--- config.mk ---
export PLATFORM = sky130hd
export DESIGN_NAME = bus_mailbox
export DESIGN_NICKNAME = d
export VERILOG_FILES = /design/src/rtl/bus_mailbox.sv
export SDC_FILE = /design/constraint.sdc
export NUM_CORES = 1
export LEC_CHECK = 0
export CAP_MARGIN = 20
export CORE_MARGIN = 2
export CORE_UTILIZATION = 40
export CTS_CLUSTER_SIZE = 16
export DETAILED_ROUTE_END_ITERATION = 16
export PLACE_DENSITY = 0.68
export SYNTH_ARGS = -nofsm -noshare
export SYNTH_HDL_FRONTEND = slang
export SYNTH_SLANG_ARGS = --single-unit
--- constraint.sdc ---
create_clock -name wb_clk_i -period 4.95 [get_ports wb_clk_i]
set_clock_uncertainty 0.15 [all_clocks]
set_input_delay 1.2375 -clock wb_clk_i [delete_from_list [all_inputs] [get_ports wb_clk_i]]
set_output_delay 1.2375 -clock wb_clk_i [all_outputs]
set_load 0.02 [all_outputs]
--- src/rtl/bus_mailbox.sv ---
// -----------------------------------------------------------------------------
// bus_mailbox
//
// Bidirectional byte mailbox between a local CPU (simple strobe bus) and a
// host (Wishbone classic slave). Two 8-entry byte FIFOs:
//   H2C : host pushes, CPU pops
//   C2H : CPU pushes, host pops
//
// CPU register map (addr):
//   0 DATA   read pops H2C head, write pushes C2H
//   1 STATUS {2'b0, underflow, overflow, c2h_full, c2h_empty, h2c_full, h2c_nempty}
//   2 CTRL   bit0 rx_ie, bit1 err_ie; write bit7=1 clears both sticky bits
//   3 COUNT  {h2c_count[3:0], c2h_count[3:0]}
//
// Host register map (wbs_adr_i[3:2]):
//   0 DATA   read pops C2H head, write pushes H2C
//   1 STATUS same bits as CPU STATUS
//   2 COUNT  same as CPU COUNT
//   3 reads 0x00, writes ignored
//
// Ports:
//   wb_clk_i         clock, all state on the rising edge
//   rst_n            asynchronous active-low reset
//   addr, data_in    CPU register address / write data
//   data_out         CPU read data (combinational)
//   bus_cyc, bus_we  CPU one-cycle access strobe and write qualifier
//   sel              mailbox chip-select
//   wbs_*            host Wishbone slave port (wbs_dat_o registered)
//   irq, host_irq    CPU / host level interrupts
//
// Build option: BUS_MAILBOX_IRQ_EN
//   defined   -> CTRL bits 1:0 implemented, irq/host_irq registered from state
//   undefined -> irq and host_irq tied low, CTRL reads 0x00
// -----------------------------------------------------------------------------
module bus_mailbox (
  input  logic       wb_clk_i,
  input  logic       rst_n,
  input  logic [1:0] addr,
  input  logic [7:0] data_in,
  output logic [7:0] data_out,
  input  logic       bus_cyc,
  input  logic       bus_we,
  input  logic       sel,
  input  logic       wbs_cyc_i,
  input  logic       wbs_stb_i,
  input  logic       wbs_we_i,
  input  logic [3:0] wbs_adr_i,
  input  logic [7:0] wbs_dat_i,
  output logic [7:0] wbs_dat_o,
  output logic       wbs_ack_o,
  output logic       irq,
  output logic       host_irq
);

  localparam int         DEPTH       = 8;
  localparam logic [3:0] CNT_FULL    = 4'(DEPTH);

  localparam logic [1:0] REG_DATA    = 2'd0;
  localparam logic [1:0] REG_STATUS  = 2'd1;
  localparam logic [1:0] REG_CTRL    = 2'd2;
  localparam logic [1:0] REG_COUNT   = 2'd3;

  localparam logic [1:0] HREG_DATA   = 2'd0;
  localparam logic [1:0] HREG_STATUS = 2'd1;
  localparam logic [1:0] HREG_COUNT  = 2'd2;

  // ---------------------------------------------------------------------------
  // Access decode
  // ---------------------------------------------------------------------------
  logic       cpu_acc, cpu_wr, cpu_rd;
  logic       host_acc, host_wr, host_rd;
  logic [1:0] host_reg;

  assign cpu_acc  = sel & bus_cyc;
  assign cpu_wr   = cpu_acc & bus_we;
  assign cpu_rd   = cpu_acc & ~bus_we;

  // The pending ack blocks re-acceptance, so a held strobe is one access.
  assign host_acc = wbs_cyc_i & wbs_stb_i & ~wbs_ack_o;
  assign host_wr  = host_acc & wbs_we_i;
  assign host_rd  = host_acc & ~wbs_we_i;
  assign host_reg = wbs_adr_i[3:2];

  logic h2c_push, h2c_pop, c2h_push, c2h_pop, sticky_clr;

  assign h2c_push   = host_wr & (host_reg == HREG_DATA);
  assign h2c_pop    = cpu_rd  & (addr == REG_DATA);
  assign c2h_push   = cpu_wr  & (addr == REG_DATA);
  assign c2h_pop    = host_rd & (host_reg == HREG_DATA);
  assign sticky_clr = cpu_wr  & (addr == REG_CTRL) & data_in[7];

  // ---------------------------------------------------------------------------
  // FIFO state
  // ---------------------------------------------------------------------------
  logic [7:0] h2c_mem [DEPTH];
  logic [7:0] c2h_mem [DEPTH];
  logic [2:0] h2c_wr_ptr, h2c_rd_ptr, c2h_wr_ptr, c2h_rd_ptr;
  logic [3:0] h2c_cnt, c2h_cnt;

  logic h2c_empty, h2c_full, c2h_empty, c2h_full;
  logic h2c_push_ok, h2c_pop_ok, c2h_push_ok, c2h_pop_ok;
  logic ovf_evt, unf_evt;

  assign h2c_empty = (h2c_cnt == 4'd0);
  assign h2c_full  = (h2c_cnt == CNT_FULL);
  assign c2h_empty = (c2h_cnt == 4'd0);
  assign c2h_full  = (c2h_cnt == CNT_FULL);

  // A pop on the same edge frees the slot, so a full FIFO still takes the push.
  // A pop of an empty FIFO fails even if a push lands on the same edge.
  assign h2c_pop_ok  = h2c_pop & ~h2c_empty;
  assign h2c_push_ok = h2c_push & (~h2c_full | h2c_pop_ok);
  assign c2h_pop_ok  = c2h_pop & ~c2h_empty;
  assign c2h_push_ok = c2h_push & (~c2h_full | c2h_pop_ok);

  assign ovf_evt = (h2c_push & ~h2c_push_ok) | (c2h_push & ~c2h_push_ok);
  assign unf_evt = (h2c_pop & h2c_empty) | (c2h_pop & c2h_empty);

  always_ff @(posedge wb_clk_i or negedge rst_n) begin
    if (!rst_n) begin
      h2c_wr_ptr <= 3'd0;
      h2c_rd_ptr <= 3'd0;
      h2c_cnt    <= 4'd0;
      c2h_wr_ptr <= 3'd0;
      c2h_rd_ptr <= 3'd0;
      c2h_cnt    <= 4'd0;
    end else begin
      if (h2c_push_ok) h2c_wr_ptr <= h2c_wr_ptr + 3'd1;
      if (h2c_pop_ok)  h2c_rd_ptr <= h2c_rd_ptr + 3'd1;
      h2c_cnt <= h2c_cnt + 4'(h2c_push_ok) - 4'(h2c_pop_ok);
      if (c2h_push_ok) c2h_wr_ptr <= c2h_wr_ptr + 3'd1;
      if (c2h_pop_ok)  c2h_rd_ptr <= c2h_rd_ptr + 3'd1;
      c2h_cnt <= c2h_cnt + 4'(c2h_push_ok) - 4'(c2h_pop_ok);
    end
  end

  // Storage is not reset; the counts alone define what is valid.
  always_ff @(posedge wb_clk_i) begin
    if (h2c_push_ok) h2c_mem[h2c_wr_ptr] <= wbs_dat_i;
    if (c2h_push_ok) c2h_mem[c2h_wr_ptr] <= data_in;
  end

  // ---------------------------------------------------------------------------
  // Sticky error bits: a same-edge error event beats the clear
  // ---------------------------------------------------------------------------
  logic ovf_sticky, unf_sticky;

  always_ff @(posedge wb_clk_i or negedge rst_n) begin
    if (!rst_n) begin
      ovf_sticky <= 1'b0;
      unf_sticky <= 1'b0;
    end else begin
      ovf_sticky <= ovf_evt | (ovf_sticky & ~sticky_clr);
      unf_sticky <= unf_evt | (unf_sticky & ~sticky_clr);
    end
  end

  // ---------------------------------------------------------------------------
  // Control register and interrupts
  // ---------------------------------------------------------------------------
  logic [7:0] ctrl_rd;

`ifdef BUS_MAILBOX_IRQ_EN
  logic rx_ie, err_ie;

  always_ff @(posedge wb_clk_i or negedge rst_n) begin
    if (!rst_n) begin
      rx_ie    <= 1'b0;
      err_ie   <= 1'b0;
      irq      <= 1'b0;
      host_irq <= 1'b0;
    end else begin
      if (cpu_wr && (addr == REG_CTRL)) begin
        rx_ie  <= data_in[0];
        err_ie <= data_in[1];
      end
      irq      <= (rx_ie & ~h2c_empty) | (err_ie & (ovf_sticky | unf_sticky));
      host_irq <= ~c2h_empty;
    end
  end

  assign ctrl_rd = {6'b0, err_ie, rx_ie};

  logic unused_ok;
  assign unused_ok = ^{data_in[6:2], wbs_adr_i[1:0]};
`else
  assign irq      = 1'b0;
  assign host_irq = 1'b0;
  assign ctrl_rd  = 8'h00;

  logic unused_ok;
  assign unused_ok = ^{data_in[6:0], wbs_adr_i[1:0]};
`endif

  // ---------------------------------------------------------------------------
  // Read muxes
  // ---------------------------------------------------------------------------
  logic [7:0] status_rd, count_rd, h2c_head, c2h_head, host_rd_val;

  assign status_rd = {2'b00, unf_sticky, ovf_sticky,
                      c2h_full, c2h_empty, h2c_full, ~h2c_empty};
  assign count_rd  = {h2c_cnt, c2h_cnt};

  // An empty FIFO reads as 0x00 rather than stale storage.
  assign h2c_head  = h2c_empty ? 8'h00 : h2c_mem[h2c_rd_ptr];
  assign c2h_head  = c2h_empty ? 8'h00 : c2h_mem[c2h_rd_ptr];

  always_comb begin
    data_out = 8'h00;
    case (addr)
      REG_DATA:   data_out = h2c_head;
      REG_STATUS: data_out = status_rd;
      REG_CTRL:   data_out = ctrl_rd;
      REG_COUNT:  data_out = count_rd;
      default:    data_out = 8'h00;
    endcase
  end

  always_comb begin
    host_rd_val = 8'h00;
    case (host_reg)
      HREG_DATA:   host_rd_val = c2h_head;
      HREG_STATUS: host_rd_val = status_rd;
      HREG_COUNT:  host_rd_val = count_rd;
      default:     host_rd_val = 8'h00;
    endcase
  end

  // ---------------------------------------------------------------------------
  // Host response: data captured at accept, ack in the following cycle
  // ---------------------------------------------------------------------------
  always_ff @(posedge wb_clk_i or negedge rst_n) begin
    if (!rst_n) begin
      wbs_ack_o <= 1'b0;
      wbs_dat_o <= 8'h00;
    end else begin
      wbs_ack_o <= host_acc;
      if (host_acc) wbs_dat_o <= host_rd_val;
    end
  end

endmodule

==> results.md <==
* Max-cap violations at 0
* Worst setup SP type: primary input
* Maximum vdd drop at about 0.30 mV
* Ratio of cells with drive above 1 in the final layout at 0.228
* TritonCTS clock tree: yes
* Crit. Startpoint: addr[0]
* Via count at 3617
* Worst slack, placed at around 150 ps
* Routed Antenna Nets at 0
* Clock power frac at 0.328
* DP HPWL at about 8.9 mm
* Placer Congestion at 0.850
* Crit path time final at around 4800 ps
* Status: finished, final reports clean
* Reg2reg path depth at 8
* Commonest non-fill, non-tap cells in the layout: edfxtp_1, clkdlybuf4s50_1, mux4_2
* Synth Flop Type: edfxtp_1
* Setup-failing EPs final at 0
* First-pass GRT wire length at 20.8 mm
* GRT overflow at 0
* Antenna violations before repair at 0
* Max Slew Vio Count at 0
* Crit-path max FO at 7
* CTS Buf Count at 17
* # DRC at 0
* Area Overhead vs Synth at 21.5%
* Hold path depth at 2
* Final Hold Fails at 0
* Clk_lat worst skew at around 420 ps
* Post-Syn Area at 6730 um2
* WS Path Type: in -> out
* CP Capture Type: primary output
* I/O Buffers at 44
* DP Cell Count at about 650
* Critical Path AT at roughly 3400 ps
* Setup_tns at 0 ps
* Die ar. at approximately 18000 um2
* Die height at between 100 and 150 um
* CTS sink cnt at approximately 160
* Sequential fraction of the synthesis area at 0.686
* H-tree depth at 4
* Ys Warns at 0
* Crit path buffers/inverters at 4
* Final core utilization at 0.495
* PostCTS Resize Cnt at 0
* Vias per Instance at around 5.3
* Critical R2R Launch: wbs_ack_o$_DFF_PN0_
* Internal power at just under 3 mW
* Clk Tree Root Cell: clkbuf_16
* Final Non-Filler Cells at around 680
* Max-slew headroom at 0.421
* Die width at ~130 um
* Psw at ~1.2 mW
* Power per cell area at a little under 500 nW/um2
* R2r setup slk at between 2000 and 2500 ps
* Max Root-Sink Buffers at 2
* WP data required at 3560 ps
* Synth async-reset ratio at 0.195
* Cells after synthesis at 380
* Largest net degree at the start of global routing at 32
* Reg-to-Reg End: h2c_cnt[2]$_DFF_PN0_
* FP Rows at 47
* Fin worst setup slack at roughly 150 ps
* Post-Route WL at roughly 13 mm
* Sequential power share at 0.434
* Core area at 16500 um2
* Routed len/inst at approximately 19 um
* Total iterations of the first detailed-routing run at 4
* Worst path max stage delay at about 600 ps
* Hold path endpoint: wbs_dat_o[0]$_DFFE_PN0N_
* CTS Hold Bufs at 0
* Starting Density at 0.407
* Top Ports at 49
* Post-synth EDFFs at roughly 130
* DR iter-0 viols at 230
* Hold Crit Class: reg -> reg
* Synthesized flop and latch total at around 160
* Final net count at about 500
* RSZ-0062 raised after global routing: false
* Hold path startpoint: wbs_dat_o[0]$_DFFE_PN0N_
* Antenna cells at 0
* Worst path most repeated cell: clkdlybuf4s50_1
* Net Sw Frac at 0.290
* Tot GR Track Use at 0.159
* Clk pin slew, worst setup/hold paths at 60 ps
* Vias in the first global route at 3745
* Worst path top cell family by delay: buffers and inverters
* Post-CTS Setup Bufs at 0
* Final period util at 0.970
* Worst path cell trace: clkdlybuf4s50_1, or2_4, nor3_1, buf_4, a222oi_1, inv_1, clkdlybuf4s50_1
* Tightest Pin Transition at a little under 900 ps
* Most common cell after layout, fill and taps aside: edfxtp_1
* Combinational Power Share at 0.239
* Critical-path top delay cell: clkdlybuf4s50_1
* Synth Area per Inst at between 15 and 20 um2
* Achievable Freq at around 210 MHz
* LEAKAGE at 2.87 nW
* Netlist cell types at between 50 and 60
-- layout make-up --
| type | count | area, um2 |
|---|---|---|
| Tap cell | 220 | 275 |
| Clock buffer | 17 | 425 |
| Inverter | 14 | 52.6 |
| Timing Repair Buffer | 68 | 641 |
| Fill cell | 1355 | 8350 |
| Clock inverter | 15 | 183 |
| Multi-Input combinational cell | 191 | 1980 |
| Sequential cell | 159 | 4620 |
-- per-layer routing --
metal  up-vias  global-route usage  share of wire  wire, um
met2        92               0.260           0.50      6590
met5         -                   0              0         0
met1      1858               0.207           0.44      5770
met3        17              0.0403          0.045       590
li1       1650                   -              -         -
met4         0              0.0567          0.016       207
-- worst max-delay path by stage --
stage	cells past startpoint	end	slack [ps]
2_1_floorplan	6	data_out[1]	1220
3_3_place_gp	7	data_out[1]	130
3_5_place_dp	7	data_out[1]	150
4_1_cts	7	data_out[1]	160
5_1_grt	7	data_out[3]	80
6_report	7	data_out[1]	150
-- state kept, by name, indices dropped and copies added (netlist names) --
name / flops
h2c_rd_ptr: 3
h2c_wr_ptr: 3
ovf_sticky: 1
unf_sticky: 1
wbs_dat_o: 8
h2c_cnt: 4
c2h_rd_ptr: 3
c2h_cnt: 4
c2h_mem: 64
wbs_ack_o: 1
h2c_mem: 64
c2h_wr_ptr: 3
-- stage by stage --
step / power [mW] / instance area (um2) / hold WS [ps]
5_1_grt: 4.25 / 8180 / 380
6_report: 4.06 / 8180 / 345
3_3_place_gp: 2.72 / 7540 / 326
3_5_place_dp: 2.75 / 7540 / 333
2_1_floorplan: 2.41 / 6740 / 326
4_1_cts: 4.08 / 8150 / 352
-- kinds of logic (layout without fill, tap and decap cells) --
family,after synthesis,after routing,share of synthesized area
and+or+nand+nor,74,74,0.0650
DFF,159,159,0.686
other,1,2,0.000557
xor gates and xnor gates,12,12,0.0156
buffers and inverters,31,114,0.0199
adders and majority gates,17,17,0.0338
AOI/OAI and AO/OA,37,37,0.0448
muxes,49,49,0.134
-- cell usage after synthesis (all sizes together) (4+ instances only) --
cell      n  area, um2
a22oi    11       82.6
buf      12       61.3
clkbuf    5       20.0
dfrtp    31        776
edfxtp  128       3840
ha       15        188
inv      14       52.6
mux2      7       82.6
mux2i    10        100
mux4     32        721
nand2    25       96.4
nand3     8       52.6
nor2      6       22.5
nor3      9       55.1
nor3b     6       45.0
nor4      4       31.3
o21ai     6       30.0
o221ai    7       61.3
xnor2     7       61.3
xor2      5       43.8
-- power groups by stage --
stage	clock, mW	combinational, mW	sequential, mW
3_3_place_gp	0	0.906	1.81
4_1_cts	1.35	0.937	1.79
5_1_grt	1.40	1.06	1.79
2_1_floorplan	0	0.709	1.70
6_report	1.33	0.969	1.76
3_5_place_dp	0	0.932	1.82
-- worst register-to-register path, cell delays in order (launching register included) --
cell      delay (ps)
dfrtp_1          380
nand3b_2         470
nor3_2           460
nand3_4          200
ha_1             330
inv_1             40
ha_1             200
fa_1             380
xor2_1           170
Power figures use the tool's default switching activity.
==> RTL change: new RTL, config.mk and constraints unchanged <==
Change the localparam `DEPTH` from 8 to 4.
--- a/src/rtl/bus_mailbox.sv
+++ b/src/rtl/bus_mailbox.sv
@@ -52,7 +52,7 @@
   output logic       host_irq
 );
 
-  localparam int         DEPTH       = 8;
+  localparam int         DEPTH       = 4;
   localparam logic [3:0] CNT_FULL    = 4'(DEPTH);
 
   localparam logic [1:0] REG_DATA    = 2'd0;
Check against the original RTL: not equivalent (a bounded check fails within 10 cycles, from zero or initial values and one cycle with rst_n low).
==> RTL change against the original RTL <==
- design area fell by 40%
- power fell by 46%
- count of clock-buffer cells in the layout fell by 2
- cell count fell by 33%
- worst hold slack improved by 0.0020 ns
- sequential cell count fell by 68
- core utilization rose by 0.30 points
- worst setup slack improved by 0.27 ns
- global-route usage fell by 0.12 points
- combinational power fell by 34%
- area after synthesis fell by 39%
- routed wire length fell by 40%
- largest cell class unchanged
- largest power group unchanged
- highest routed layer unchanged
==> RTL change: results (changes against the original RTL) <==
| Metric | Value |
|---|---|
| H-tree level count | `3 (-1)` |
| Fin nets | `372 (-25%)` |
| Initial detailed-routing violation count | `182 (-21%)` |
| EDFF count, synth | `64 (-50%)` |
| Setup WS pre-CTS | `0.481 ns (+0.333 ns)` |
| CTS buffer count | `9 (-8)` |
| Largest regs | `c2h_mem (32), h2c_mem (32), wbs_dat_o (8)` |
| Post-DP HPWL | `5800 µm (-35%)` |
| Met2 routed WL | `3900 µm (-41%)` |
| Final GP Congestion | `0.759 (-11%)` |
| Placed cell area | `4720 µm² (-37%)` |
| Sw Share | `31.2% (+2.3 points)` |
| Met1 wire length | `3460 µm (-40%)` |
| GRT Overall Usage | `15.8% (-0.12 points)` |
| Detailed-route via count | `2380 (-34%)` |
| Reg2Reg Depth | `11 (+3)` |
| Synth async-reset ratio | `29.7% (+10 points)` |
| Clock power frac | `22.0% (-11 points)` |
| Status | `finished clean` |
| Worst path max stage delay | `0.62 ns (+0.03 ns)` |
| Layout cell share with drive strength beyond 1 | `13.5% (-9.3 points)` |
| Crit path arrival time | `3.14 ns (-0.27 ns)` |
| Tot Pwr | `2.20 mW (-46%)` |
| Placed cell count | `442 (-32%)` |
| Largest net degree at the start of global routing | `28 (-13%)` |
| P_seq | `1.07 mW (-39%)` |
| Routed length on met3 | `363 µm (-38%)` |
| Syn Inst Count | `265 (-30%)` |
| Hold Crit Depth | `1 (-1)` |
| WL/cell | `17.3 µm (-9.8%)` |
| Post-synth top cells | `edfxtp_1 (64), dfrtp_1 (27), ha_1 (20), inv_1 (20), mux4_2 (16)` |
| First-pass GRT wire length | `13000 µm (-37%)` |
| 1st-pass router iterations | `5 (+1)` |
| Maximum vdd drop | `0.000144 V (-51%)` |
| Worst skew pair latency | `0.36 ns (-0.06 ns)` |
| DR vias/cell | `5.20 (-1.7%)` |
RTL change: changes by cell type after synthesis, moves of 9 or more:
| cell | change |
|---|---|
| a22oi_1 | -9 |
| mux2i_1 | -10 |
| edfxtp_1 | -64 |
| mux4_2 | -16 |
| nand2_1 | -12 |
RTL change: layer usage:
layer,up-vias,track usage [%]
li1,1116,-
met1,1177,20.2
met2,72,25.4
met3,15,2.74
met4,0,9.05
met5,-,0
RTL change: final timing paths:
kind,start,slack (ns),endpoint
hold / removal,wbs_dat_o[0]$_DFFE_PN0N_,0.35,wbs_dat_o[0]$_DFFE_PN0N_
min in group asynchronous,rst_n,1.11,wbs_dat_o[3]$_DFFE_PN0N_
max in group asynchronous,rst_n,3.25,c2h_wr_ptr[1]$_DFFE_PN0P_
setup reg to reg,c2h_cnt[2]$_DFF_PN0_,1.90,c2h_cnt[1]$_DFF_PN0_
hold reg to reg,wbs_dat_o[0]$_DFFE_PN0N_,0.35,wbs_dat_o[0]$_DFFE_PN0N_
setup / recovery,addr[0],0.42,data_out[5]
RTL change: logic make-up (layout without fill, tap and decap cells):
| family | after synthesis | after routing | synth area share (%) |
|---|---|---|---|
| AOI/OAI and AO/OA | 37 | 37 | 6.95 |
| xor gates and xnor gates | 10 | 10 | 2.14 |
| adders and majority gates | 22 | 22 | 7.10 |
| buffers and inverters | 30 | 89 | 3.00 |
| DFF | 91 | 91 | 63.5 |
| muxes | 18 | 18 | 9.46 |
| other | 1 | 2 | 0.0917 |
| and+or+nand+nor | 56 | 56 | 7.74 |
RTL change: final cells by class:
class	count	area, µm²
fillers	854	4950
flip-flops and latches	91	2600
clock buffers	15	188
multi-input cells	145	1370
well taps	133	166
inverters	20	75.1
clock inverters	1	5.00
repair buffers	53	508
